$ cat config.mk
export PLATFORM = sky130hd
export DESIGN_NAME = hilo_unit_flat
export DESIGN_NICKNAME = d
export VERILOG_FILES = /design/src/rtl/hilo_pkg.sv /design/src/rtl/hilo_if.sv /design/src/rtl/hilo_iter_dp.sv /design/src/rtl/hilo_unit.sv /design/src/flat_wrapper.sv
export SDC_FILE = /design/constraint.sdc
export NUM_CORES = 1
export LEC_CHECK = 0
export ABC_AREA = 1
export CAP_MARGIN = 20
export CORE_ASPECT_RATIO = 0.8
export CORE_MARGIN = 2
export CORE_UTILIZATION = 44
export DETAILED_ROUTE_END_ITERATION = 16
export SETUP_SLACK_MARGIN = 0.4
export SLEW_MARGIN = 20
export SYNTH_ARGS = -nofsm -noshare
export SYNTH_HDL_FRONTEND = slang
export SYNTH_HIERARCHICAL = 1
export SYNTH_SLANG_ARGS = --single-unit
export TNS_END_PERCENT = 100
$ cat constraint.sdc
create_clock -name clk -period 2.1 [get_ports clk]
set_input_delay 0.42 -clock clk [delete_from_list [all_inputs] [get_ports clk]]
set_output_delay 0.42 -clock clk [all_outputs]
set_load 0.01 [all_outputs]
$ cat src/rtl/hilo_pkg.sv
// Shared constants for the HI/LO multiply/divide unit: op codes, FSM encoding
// and the iteration count.
package hilo_pkg;

    localparam logic [2:0] OP_MULT  = 3'd0;
    localparam logic [2:0] OP_MULTU = 3'd1;
    localparam logic [2:0] OP_DIV   = 3'd2;
    localparam logic [2:0] OP_DIVU  = 3'd3;
    localparam logic [2:0] OP_MTHI  = 3'd4;
    localparam logic [2:0] OP_MTLO  = 3'd5;

    localparam logic [1:0] ST_IDLE = 2'd0;
    localparam logic [1:0] ST_RUN  = 2'd1;
    localparam logic [1:0] ST_FIX  = 2'd2;

    localparam int         ITER_COUNT = 32;
    localparam logic [4:0] LAST_STEP  = 5'(ITER_COUNT - 1);

    // Two's-complement magnitude when the operand is treated as negative.
    function automatic logic [31:0] magnitude(input logic [31:0] v, input logic neg);
        return neg ? (~v + 32'd1) : v;
    endfunction

endpackage

$ cat src/rtl/hilo_if.sv
// Decode-to-HI/LO request and result bundle.
interface hilo_if;

    logic        start;
    logic [2:0]  op;
    logic [31:0] rs_val;
    logic [31:0] rt_val;
    logic        busy;
    logic        done;
    logic        div_zero;
    logic [31:0] hi;
    logic [31:0] lo;

    modport master (
        output start, op, rs_val, rt_val,
        input  busy, done, div_zero, hi, lo
    );

    modport slave (
        input  start, op, rs_val, rt_val,
        output busy, done, div_zero, hi, lo
    );

endinterface

$ cat src/rtl/hilo_iter_dp.sv
// Iterative step datapath: shift-add multiplier and restoring divider on
// unsigned magnitudes. The divider exists only when HILO_DIV_EN is defined.
module hilo_iter_dp
    import hilo_pkg::*;
(
    input  logic                    clk,
    input  logic                    rst_n,
    input  logic                    load,
    input  logic                    step,
    input  logic [31:0]             a_mag,
    input  logic [31:0]             b_mag,
    output logic [2*ITER_COUNT-1:0] product
`ifdef HILO_DIV_EN
    ,
    output logic [31:0]             quotient,
    output logic [31:0]             remainder
`endif
);

    logic [63:0] acc;
    logic [63:0] mcand;
    logic [31:0] mplier;

    always_ff @(posedge clk or negedge rst_n) begin
        if (!rst_n) begin
            acc    <= '0;
            mcand  <= '0;
            mplier <= '0;
        end else if (load) begin
            acc    <= '0;
            mcand  <= {32'd0, a_mag};
            mplier <= b_mag;
        end else if (step) begin
            if (mplier[0])
                acc <= acc + mcand;
            mcand  <= mcand << 1;
            mplier <= mplier >> 1;
        end
    end

    assign product = acc;

`ifdef HILO_DIV_EN
    logic [32:0] rem;
    logic [31:0] quo;
    logic [31:0] divisor;
    logic [32:0] shifted;
    logic [33:0] diff;
    logic        unused_rem_msb;

    // Bring in the next dividend bit and trial-subtract; a borrow restores.
    always_comb begin
        shifted = {rem[31:0], quo[31]};
        diff    = {1'b0, shifted} - {2'b00, divisor};
    end

    always_ff @(posedge clk or negedge rst_n) begin
        if (!rst_n) begin
            rem     <= '0;
            quo     <= '0;
            divisor <= '0;
        end else if (load) begin
            rem     <= '0;
            quo     <= a_mag;
            divisor <= b_mag;
        end else if (step) begin
            if (!diff[33]) begin
                rem <= diff[32:0];
                quo <= {quo[30:0], 1'b1};
            end else begin
                rem <= shifted;
                quo <= {quo[30:0], 1'b0};
            end
        end
    end

    assign quotient       = quo;
    assign remainder      = rem[31:0];
    assign unused_rem_msb = rem[32];
`endif

endmodule

$ cat src/rtl/hilo_unit.sv
// HI/LO register pair with sequential MULT/MULTU (and DIV/DIVU when
// HILO_DIV_EN is defined) plus MTHI/MTLO.
module hilo_unit
    import hilo_pkg::*;
(
    input  logic  clk,
    input  logic  rst_n,
    hilo_if.slave bus
);

    logic [1:0]  state;
    logic [4:0]  count;
    logic        neg_res;
    logic        busy_q;
    logic        done_q;
    logic [31:0] hi_q;
    logic [31:0] lo_q;

    logic        is_mult_op;
    logic        is_div_op;
    logic        signed_op;
    logic        a_neg;
    logic        b_neg;
    logic        accept_md;
    logic [31:0] a_mag;
    logic [31:0] b_mag;
    logic [63:0] product;
    logic [63:0] product_fix;

`ifdef HILO_DIV_EN
    logic        is_div;
    logic        neg_rem;
    logic        div_by_zero;
    logic        div_zero_q;
    logic [31:0] rs_orig;
    logic [31:0] quotient;
    logic [31:0] remainder;
    logic [31:0] quot_fix;
    logic [31:0] rem_fix;
`endif

    always_comb begin
        is_mult_op = (bus.op == OP_MULT) || (bus.op == OP_MULTU);
`ifdef HILO_DIV_EN
        is_div_op  = (bus.op == OP_DIV) || (bus.op == OP_DIVU);
`else
        is_div_op  = 1'b0;
`endif
        signed_op   = (bus.op == OP_MULT) || (bus.op == OP_DIV);
        a_neg       = signed_op && bus.rs_val[31];
        b_neg       = signed_op && bus.rt_val[31];
        a_mag       = magnitude(bus.rs_val, a_neg);
        b_mag       = magnitude(bus.rt_val, b_neg);
        accept_md   = (state == ST_IDLE) && bus.start && (is_mult_op || is_div_op);
        product_fix = neg_res ? (~product + 64'd1) : product;
`ifdef HILO_DIV_EN
        quot_fix    = magnitude(quotient, neg_res);
        rem_fix     = magnitude(remainder, neg_rem);
`endif
    end

    hilo_iter_dp u_dp (
        .clk       (clk),
        .rst_n     (rst_n),
        .load      (accept_md),
        .step      (state == ST_RUN),
        .a_mag     (a_mag),
        .b_mag     (b_mag),
        .product   (product)
`ifdef HILO_DIV_EN
        ,
        .quotient  (quotient),
        .remainder (remainder)
`endif
    );

    // Requests are only looked at in IDLE, so anything arriving while busy drops.
    always_ff @(posedge clk or negedge rst_n) begin
        if (!rst_n) begin
            state   <= ST_IDLE;
            count   <= '0;
            neg_res <= 1'b0;
            busy_q  <= 1'b0;
            done_q  <= 1'b0;
            hi_q    <= '0;
            lo_q    <= '0;
`ifdef HILO_DIV_EN
            is_div      <= 1'b0;
            neg_rem     <= 1'b0;
            div_by_zero <= 1'b0;
            div_zero_q  <= 1'b0;
            rs_orig     <= '0;
`endif
        end else begin
            done_q <= 1'b0;
            case (state)
                ST_IDLE: begin
                    if (bus.start) begin
                        if (bus.op == OP_MTHI) begin
                            hi_q <= bus.rs_val;
                        end else if (bus.op == OP_MTLO) begin
                            lo_q <= bus.rs_val;
                        end else if (accept_md) begin
                            state   <= ST_RUN;
                            count   <= '0;
                            busy_q  <= 1'b1;
                            neg_res <= a_neg ^ b_neg;
`ifdef HILO_DIV_EN
                            is_div      <= is_div_op;
                            neg_rem     <= a_neg;
                            div_by_zero <= (bus.rt_val == 32'd0);
                            div_zero_q  <= 1'b0;
                            rs_orig     <= bus.rs_val;
`endif
                        end
                    end
                end
                ST_RUN: begin
                    if (count == LAST_STEP) begin
                        state <= ST_FIX;
                        count <= '0;
                    end else begin
                        count <= count + 5'd1;
                    end
                end
                ST_FIX: begin
                    state  <= ST_IDLE;
                    busy_q <= 1'b0;
                    done_q <= 1'b1;
`ifdef HILO_DIV_EN
                    // A zero divisor skips sign fixing and reports the raw dividend.
                    if (is_div) begin
                        if (div_by_zero) begin
                            lo_q       <= 32'hFFFF_FFFF;
                            hi_q       <= rs_orig;
                            div_zero_q <= 1'b1;
                        end else begin
                            lo_q <= quot_fix;
                            hi_q <= rem_fix;
                        end
                    end else
`endif
                    begin
                        hi_q <= product_fix[63:32];
                        lo_q <= product_fix[31:0];
                    end
                end
                default: state <= ST_IDLE;
            endcase
        end
    end

    assign bus.busy = busy_q;
    assign bus.done = done_q;
    assign bus.hi   = hi_q;
    assign bus.lo   = lo_q;
`ifdef HILO_DIV_EN
    assign bus.div_zero = div_zero_q;
`else
    assign bus.div_zero = 1'b0;
`endif

endmodule

$ cat src/flat_wrapper.sv
// flat-port wrapper written by rule: the top's interface ports become plain ports
module hilo_unit_flat import hilo_pkg::*;
  (clk, rst_n, bus_start, bus_op, bus_rs_val, bus_rt_val, bus_busy, bus_done, bus_div_zero, bus_hi, bus_lo);
  hilo_if bus_i ();
  input  logic clk;
  input  logic rst_n;
  input wire logic [$bits(bus_i.start)-1:0] bus_start;
  input wire logic [$bits(bus_i.op)-1:0] bus_op;
  input wire logic [$bits(bus_i.rs_val)-1:0] bus_rs_val;
  input wire logic [$bits(bus_i.rt_val)-1:0] bus_rt_val;
  output wire logic [$bits(bus_i.busy)-1:0] bus_busy;
  output wire logic [$bits(bus_i.done)-1:0] bus_done;
  output wire logic [$bits(bus_i.div_zero)-1:0] bus_div_zero;
  output wire logic [$bits(bus_i.hi)-1:0] bus_hi;
  output wire logic [$bits(bus_i.lo)-1:0] bus_lo;
  assign bus_i.start = bus_start;
  assign bus_i.op = bus_op;
  assign bus_i.rs_val = bus_rs_val;
  assign bus_i.rt_val = bus_rt_val;
  assign bus_busy = bus_i.busy;
  assign bus_done = bus_i.done;
  assign bus_div_zero = bus_i.div_zero;
  assign bus_hi = bus_i.hi;
  assign bus_lo = bus_i.lo;
  hilo_unit u_core (.clk(clk), .rst_n(rst_n), .bus(bus_i));
endmodule
==> results of run 1 <==
routing by layer:
| layer | GRT usage | vias up | share of wire |
|---|---|---|---|
| met5 | 0 | - | 0 |
| li1 | - | 11083 | - |
| met2 | 0.531 | 1213 | 0.42 |
| met3 | 0.0797 | 160 | 0.11 |
| met1 | 0.542 | 11584 | 0.44 |
| met4 | 0.0906 | 0 | 0.035 |
critical path, delay by kind of cell, from the launching register on:
family,cells,cell delay [ns]
flops,1,0.45
fa+ha+maj,1,0.29
simple gates,7,0.66
compound gates,2,0.24
buf+inv,4,0.43
through the flow:
step	std cells	TNS (ns)	setup slack [ns]	cell area (um2)
detailed placement	4158	-32.37	-0.452	24900
floorplan	3153	0	0.299	19900
finish	4330	-0.0595	-0.0552	31400
global placement	4158	-23.25	-0.413	24900
CTS	4248	0	0.0453	27800
global route	4330	-1.27	-0.0970	31400
kinds of logic after synthesis:
logic type | after synthesis
and+or+nand+nor | 1859
buffers and inverters | 596
AOI/OAI and AO/OA | 328
DFF | 234
adders and majority gates | 69
xor gates and xnor gates | 66
other | 1
what timing repair did:
action / in CTS / in global routing
gates resized for setup: 441 / 767
hold endpoints to repair: 34 / 0
endpoints found under the setup margin: 269 / 288
buffers inserted: 42 / 69
hold buffers: 1 / 0
gates cloned: 0 / 13
pin swaps: 136 / 298
state kept, by name, summed over array words and instances (netlist names):
| signal | count |
|---|---|
| u_core/count | 5 |
| u_core/bus.hi | 32 |
| u_core/u_dp/mcand | 64 |
| u_core/u_dp/mplier | 32 |
| u_core/u_dp/product | 64 |
| u_core/neg_res | 1 |
| u_core/bus.done | 1 |
| u_core/bus.busy | 1 |
| u_core/state | 2 |
| u_core/bus.lo | 32 |
cell type report:
class	instances	area (um2)	area share
well taps	560	701	0.0223
inverters	516	2020	0.0642
flip-flops and latches	234	5880	0.187
clock buffers	41	818	0.0261
repair buffers	650	6240	0.199
multi-input cells	2323	15700	0.498
clock inverters	6	91.3	0.00291
power by group through the flow:
stage                     registers, mW  clock network, mW  logic, mW
final                              7.76               5.00       26.9
after detailed placement           7.61                  0       18.8
after global placement             7.54                  0       18.5
after CTS                          7.69               5.06       21.6
after floorplan                    7.68                  0       10.2
after global routing               7.90               5.17       28.5
path summary, 6_finish.rpt:
kind                                           endpoint                  start  depth (start not counted)  slack, ns
worst max-delay path            u_core/u_dp/product[20]  u_core/u_dp/mcand[11]                         14      -0.06
worst min-delay path               u_core/u_dp/mcand[0]          bus_rs_val[0]                          3       0.22
worst max register to register  u_core/u_dp/product[20]  u_core/u_dp/mcand[11]                         14      -0.06
worst min register to register         u_core/bus.lo[5]       u_core/bus.lo[5]                          2       0.49
max in group asynchronous             u_core/bus.hi[24]                  rst_n                          3       1.13
min in group asynchronous               u_core/count[3]                  rst_n                          2       0.33
placed cells by master (no fill, tap or decap), types with 6 or more instances in the layout:
cell type	n
dfrtp_1	212
xnor2_1	12
dfrtp_2	22
o21ai_1	35
clkbuf_8	9
nor3_4	8
a21oi_4	8
buf_12	35
nand2_1	816
ha_4	60
nand4_1	23
dlymetal6s2s_1	24
clkbuf_16	38
nand3_4	31
a21oi_2	59
nor3_1	10
a21oi_1	58
nand3b_1	6
nand2_4	105
nor2_2	76
o21ai_0	33
nor2_1	241
nor2_4	95
o221ai_1	12
nand3_2	67
o221ai_2	43
buf_6	81
o211ai_1	26
inv_1	433
nand2_2	228
ha_1	7
buf_4	384
nand3_1	125
o21ai_2	19
xor2_1	51
inv_2	65
clkdlybuf4s50_1	110
==> qor.csv, run 1 <==
metric,value,unit
syn_inst,3153,
crit_top_cell,nand2_1,
wire_per_inst,21.0,um
violations,negative setup slack,
grt_pass1_wl,127000,um
synth_xor_area_frac,0.0299,
die_area,45600,um2
synth.top_cells.by_area,"dfrtp_1 30%, nand2_1 22%, inv_1 9.7%",
yosysMostFrequentCell,nand2_1,
seqPwrFrac,0.196,
antenna_found_initial,0,
cp_cell_sequence,"ha_4, nand2_1, nand2_1, inv_1, nand2_1, inv_1, nand2_1, buf_4, nand2_1, nand3_4, buf_6, a21oi_2, o21ai_1, nand2_1",
synth_top_area_cell,dfrtp_1,
syn_area_per_cell,6.13,um2
hold_viol_final,0,
maxSlewHeadroom,0.628,
final.period_utilization,1.03,
drtPass1Iterations,5,
drt_iter0_markers,2448,
fillers,3384,
num_rows,68,
power.total,39.6,mW
synth_compound_area_frac,0.106,
grt_max_degree,62,
path_max_fanout,4,
area_delta_synth_final,62.5,%
timing.final.ws_setup,-0.0552,ns
wl,90900,um
synthAdderAreaFrac,0.0451,
cts_buffer_depth,3,
muxShareOfSynthArea,0,
fin_hold_ws,0.216,ns
cp-end-kind,flop,
period_needed,2.16,ns
status,finished with violations,
fin_nets,3891,
synth_edf_count,0,
grt_use_total,0.364,
postRouteAntennaNets,0,
synth_top_family_by_area,simple AND/OR/NAND/NOR gates,
ys_ff_latch,234,
numClockSinks,234,
irDropWorstVdd,1020,uV
vias,24040,
maxCapViolCount,0,
io_buffers,135,
place.gp.congestion,1.03,
ys.flop_type,dfrtp_1,
drive_gt1_frac,0.397,
synth_commonest_cells,"1131 x nand2_1, 501 x inv_1, 377 x nor2_1",
slew_viol_final,0,
worst_pin_slew,0.557,ns
yosys.area.top_type_share,0.303,
netSwitchingFraction,0.482,
drc,0,
rsz0062_at_grt,true,
p_int,20.5,mW
clk_pin_slew,0.07,ns
p_leak,15.7,nW
yosys_warnings,6,
cts_tree,yes,
antenna_cells_inserted,0,
ys_types,50,
crit_required,2.61,ns
dp_hpwl,66200,um
syn-cell-area,19300,um2
setup_viol,2,
insertion_delay,0.58,ns
cts-buffers-inserted,27,
via_per_inst,5.55,
worst_clock_skew,0.0177,ns
seq_area_frac_synth,0.303,
cts_max_level,1,
fmax,464,MHz
criticalPathCategory,flop to flop,
hp-class,input port to flop,
start_kind,flop,
p_per_area,1260,nW/um2
power_frac_comb,0.678,
cp.arrival,2.67,ns
grt_pass1_vias,21744,
p_clk_frac,0.126,
fp.dieW,238,um
overflow,0,
cts_root_buf,clkbuf_16,
coreArea,43200,um2
yosys.area_share.simple,0.398,
syn-num-nets,3292,
io_pins,137,
initial_utilization,0.447,
cpMaxStageDelayCell,dfrtp_2,
p_switching,19.1,mW
die_h,191,um
async_flop_share,1.00,
post-route-util,0.727,
timing.critical_path.slowest_cell_delay,0.45,ns
Power figures use the tool's default switching activity.
==> inputs of run 2 (changes only) <==
- CORE_MARGIN: 2 -> 5
- CORE_UTILIZATION: 44 -> 49
- PLACE_DENSITY: unset -> 0.68
==> qor.csv, run 2 (synthesis gave the netlist of run 1 again) <==
metric,value,unit
reg2reg_from,u_core/u_dp/mcand[15],
cts_buffer_depth,3,
numClockSinks,234,
seqPwrFrac,0.195,
p_per_area,1310,nW/um2
io_pins,137,
period_needed,2.29,ns
drt_iter0_markers,3134,
area_delta_synth_final,59.8,%
status,finished with violations,
r2r_slack,-0.19,ns
p_int,20.6,mW
timing.critical_path.slowest_cell_delay,0.46,ns
cpMaxStageDelayCell,dfrtp_2,
drive_gt1_frac,0.377,
die_area,43500,um2
cp_num_cells,15,
cp-end-kind,flop,
drtPass1Iterations,8,
via_per_inst,5.92,
cts_root_buf,clkbuf_16,
crit_required,2.60,ns
cts-buffers-inserted,27,
p_leak,15.4,nW
p_switching,19.9,mW
postRouteAntennaNets,0,
path_max_fanout,3,
vias,25313,
r2r_end,u_core/u_dp/product[28],
coreArea,39200,um2
wl,96900,um
num_rows,65,
final_area,30900,um2
dp_hpwl,63900,um
grt_max_degree,51,
hold_viol_final,0,
wire_per_inst,22.7,um
clk_pin_slew,0.07,ns
r2r_cells,15,
fin_nets,3860,
path_delay_family,simple AND/OR/NAND/NOR gates,
layout_common_cells,"838 x nand2_1, 426 x inv_1, 350 x buf_4",
cp-startpoint,u_core/u_dp/mcand[15],
die_h,188,um
antenna_found_initial,0,
netSwitchingFraction,0.491,
irDropWorstVdd,1180,uV
fin_hold_ws,0.364,ns
hp-class,input port to asynchronous set/reset pin,
cts_max_level,1,
grt_pass1_wl,128000,um
slew_viol_final,0,
fp.dieW,232,um
endpoint,u_core/u_dp/product[28],
final_common_cell,nand2_1,
start_kind,flop,
critPathBufInv,4,
grt_use_total,0.376,
p_clk_frac,0.129,
final.period_utilization,1.09,
insertion_delay,0.60,ns
maxSlewHeadroom,0.537,
place_area,24300,um2
worst_pin_slew,0.695,ns
rsz0062_at_grt,true,
power.total,40.5,mW
cp.arrival,2.80,ns
setup_viol,22,
crit_top_cell,nand2_1,
cp_cell_sequence,"ha_4, buf_4, nand2_1, nand2_1, inv_1, nand2_1, nand2_1, nand2_2, a21oi_2, nand2_4, buf_12, buf_6, nand2_2, nand2_1, o21ai_1",
cts_tree,yes,
power_frac_comb,0.676,
fmax,436,MHz
place.gp.congestion,1.09,
maxCapViolCount,0,
drc,0,
stdcell_count,4278,
violations,negative setup slack,
initial_utilization,0.493,
dpl.cell_count,4077,
criticalPathCategory,flop to flop,
timing.final.ws_setup,-0.193,ns
overflow,0,
worst_clock_skew,0.0288,ns
io_buffers,135,
fin_setup_tns,-1.22,ns
grt_pass1_vias,22297,
-- run 2: cell count changes in the layout (fill, tap and decap cells not counted), sizes merged, moves of 3 or more --
cell / previous run / this run
buf: 504 / 474
bufbuf: 0 / 3
clkbuf: 52 / 43
clkdlybuf4s15: 0 / 8
clkdlybuf4s50: 110 / 103
dlygate4sd2: 0 / 19
dlymetal6s2s: 24 / 4
inv: 508 / 513
-- run 2: layer usage --
layer	track usage	vias to the layer above	wire length [um]
met2	0.534	1910	39100
met3	0.108	516	13300
met4	0.126	0	6440
met1	0.548	11859	38000
li1	-	11028	-
met5	0	-	0
-- run 2: area by class of cell --
cell class                      count  area [um2]
Sequential cell                   234        5890
Multi-Input combinational cell   2323       15400
Clock inverter                     13         195
Tap cell                          536         671
Inverter                          516        1990
Antenna cell                        1        2.50
Timing Repair Buffer              619        5960
Fill cell                        2654        8320
Clock buffer                       36         769
-- run 2: what timing repair did --
| action | 4_1_cts | 5_1_grt |
|---|---|---|
| endpoints found under the hold margin | 42 | 0 |
| hold buffers | 1 | 0 |
| setup buffers | 60 | 72 |
| setup endpoints to repair | 283 | 279 |
| gates cloned | 9 | 9 |
| gates resized for setup | 647 | 528 |
| pin swaps | 163 | 250 |
-- run 2: through the flow --
step                utilization  setup slack [ns]
global route              0.788            -0.207
global placement          0.620            -0.422
finish                    0.788            -0.193
detailed placement        0.620            -0.494
floorplan                     -             0.299
CTS                       0.719           0.00548
-- run 2: power by group through the flow --
stage	clock network (mW)	logic, mW	registers [mW]
final	5.24	27.4	7.91
after global placement	0	17.5	7.57
after global routing	5.46	28.7	8.03
after floorplan	0	10.2	7.68
after CTS	5.22	21.8	7.73
after detailed placement	0	17.9	7.64
-- run 2: how the worst min path moves through the flow --
| stage | slack [ns] | endpoint | cells after the start |
|---|---|---|---|
| after floorplan | 0.12 | u_core/bus.busy | 0 |
| after global placement | 0.36 | u_core/count[3] | 1 |
| after detailed placement | 0.36 | u_core/count[3] | 1 |
| after CTS | 0.36 | u_core/u_dp/mcand[0] | 3 |
| after global routing | 0.39 | u_core/u_dp/mcand[0] | 3 |
| final | 0.36 | u_core/count[3] | 2 |
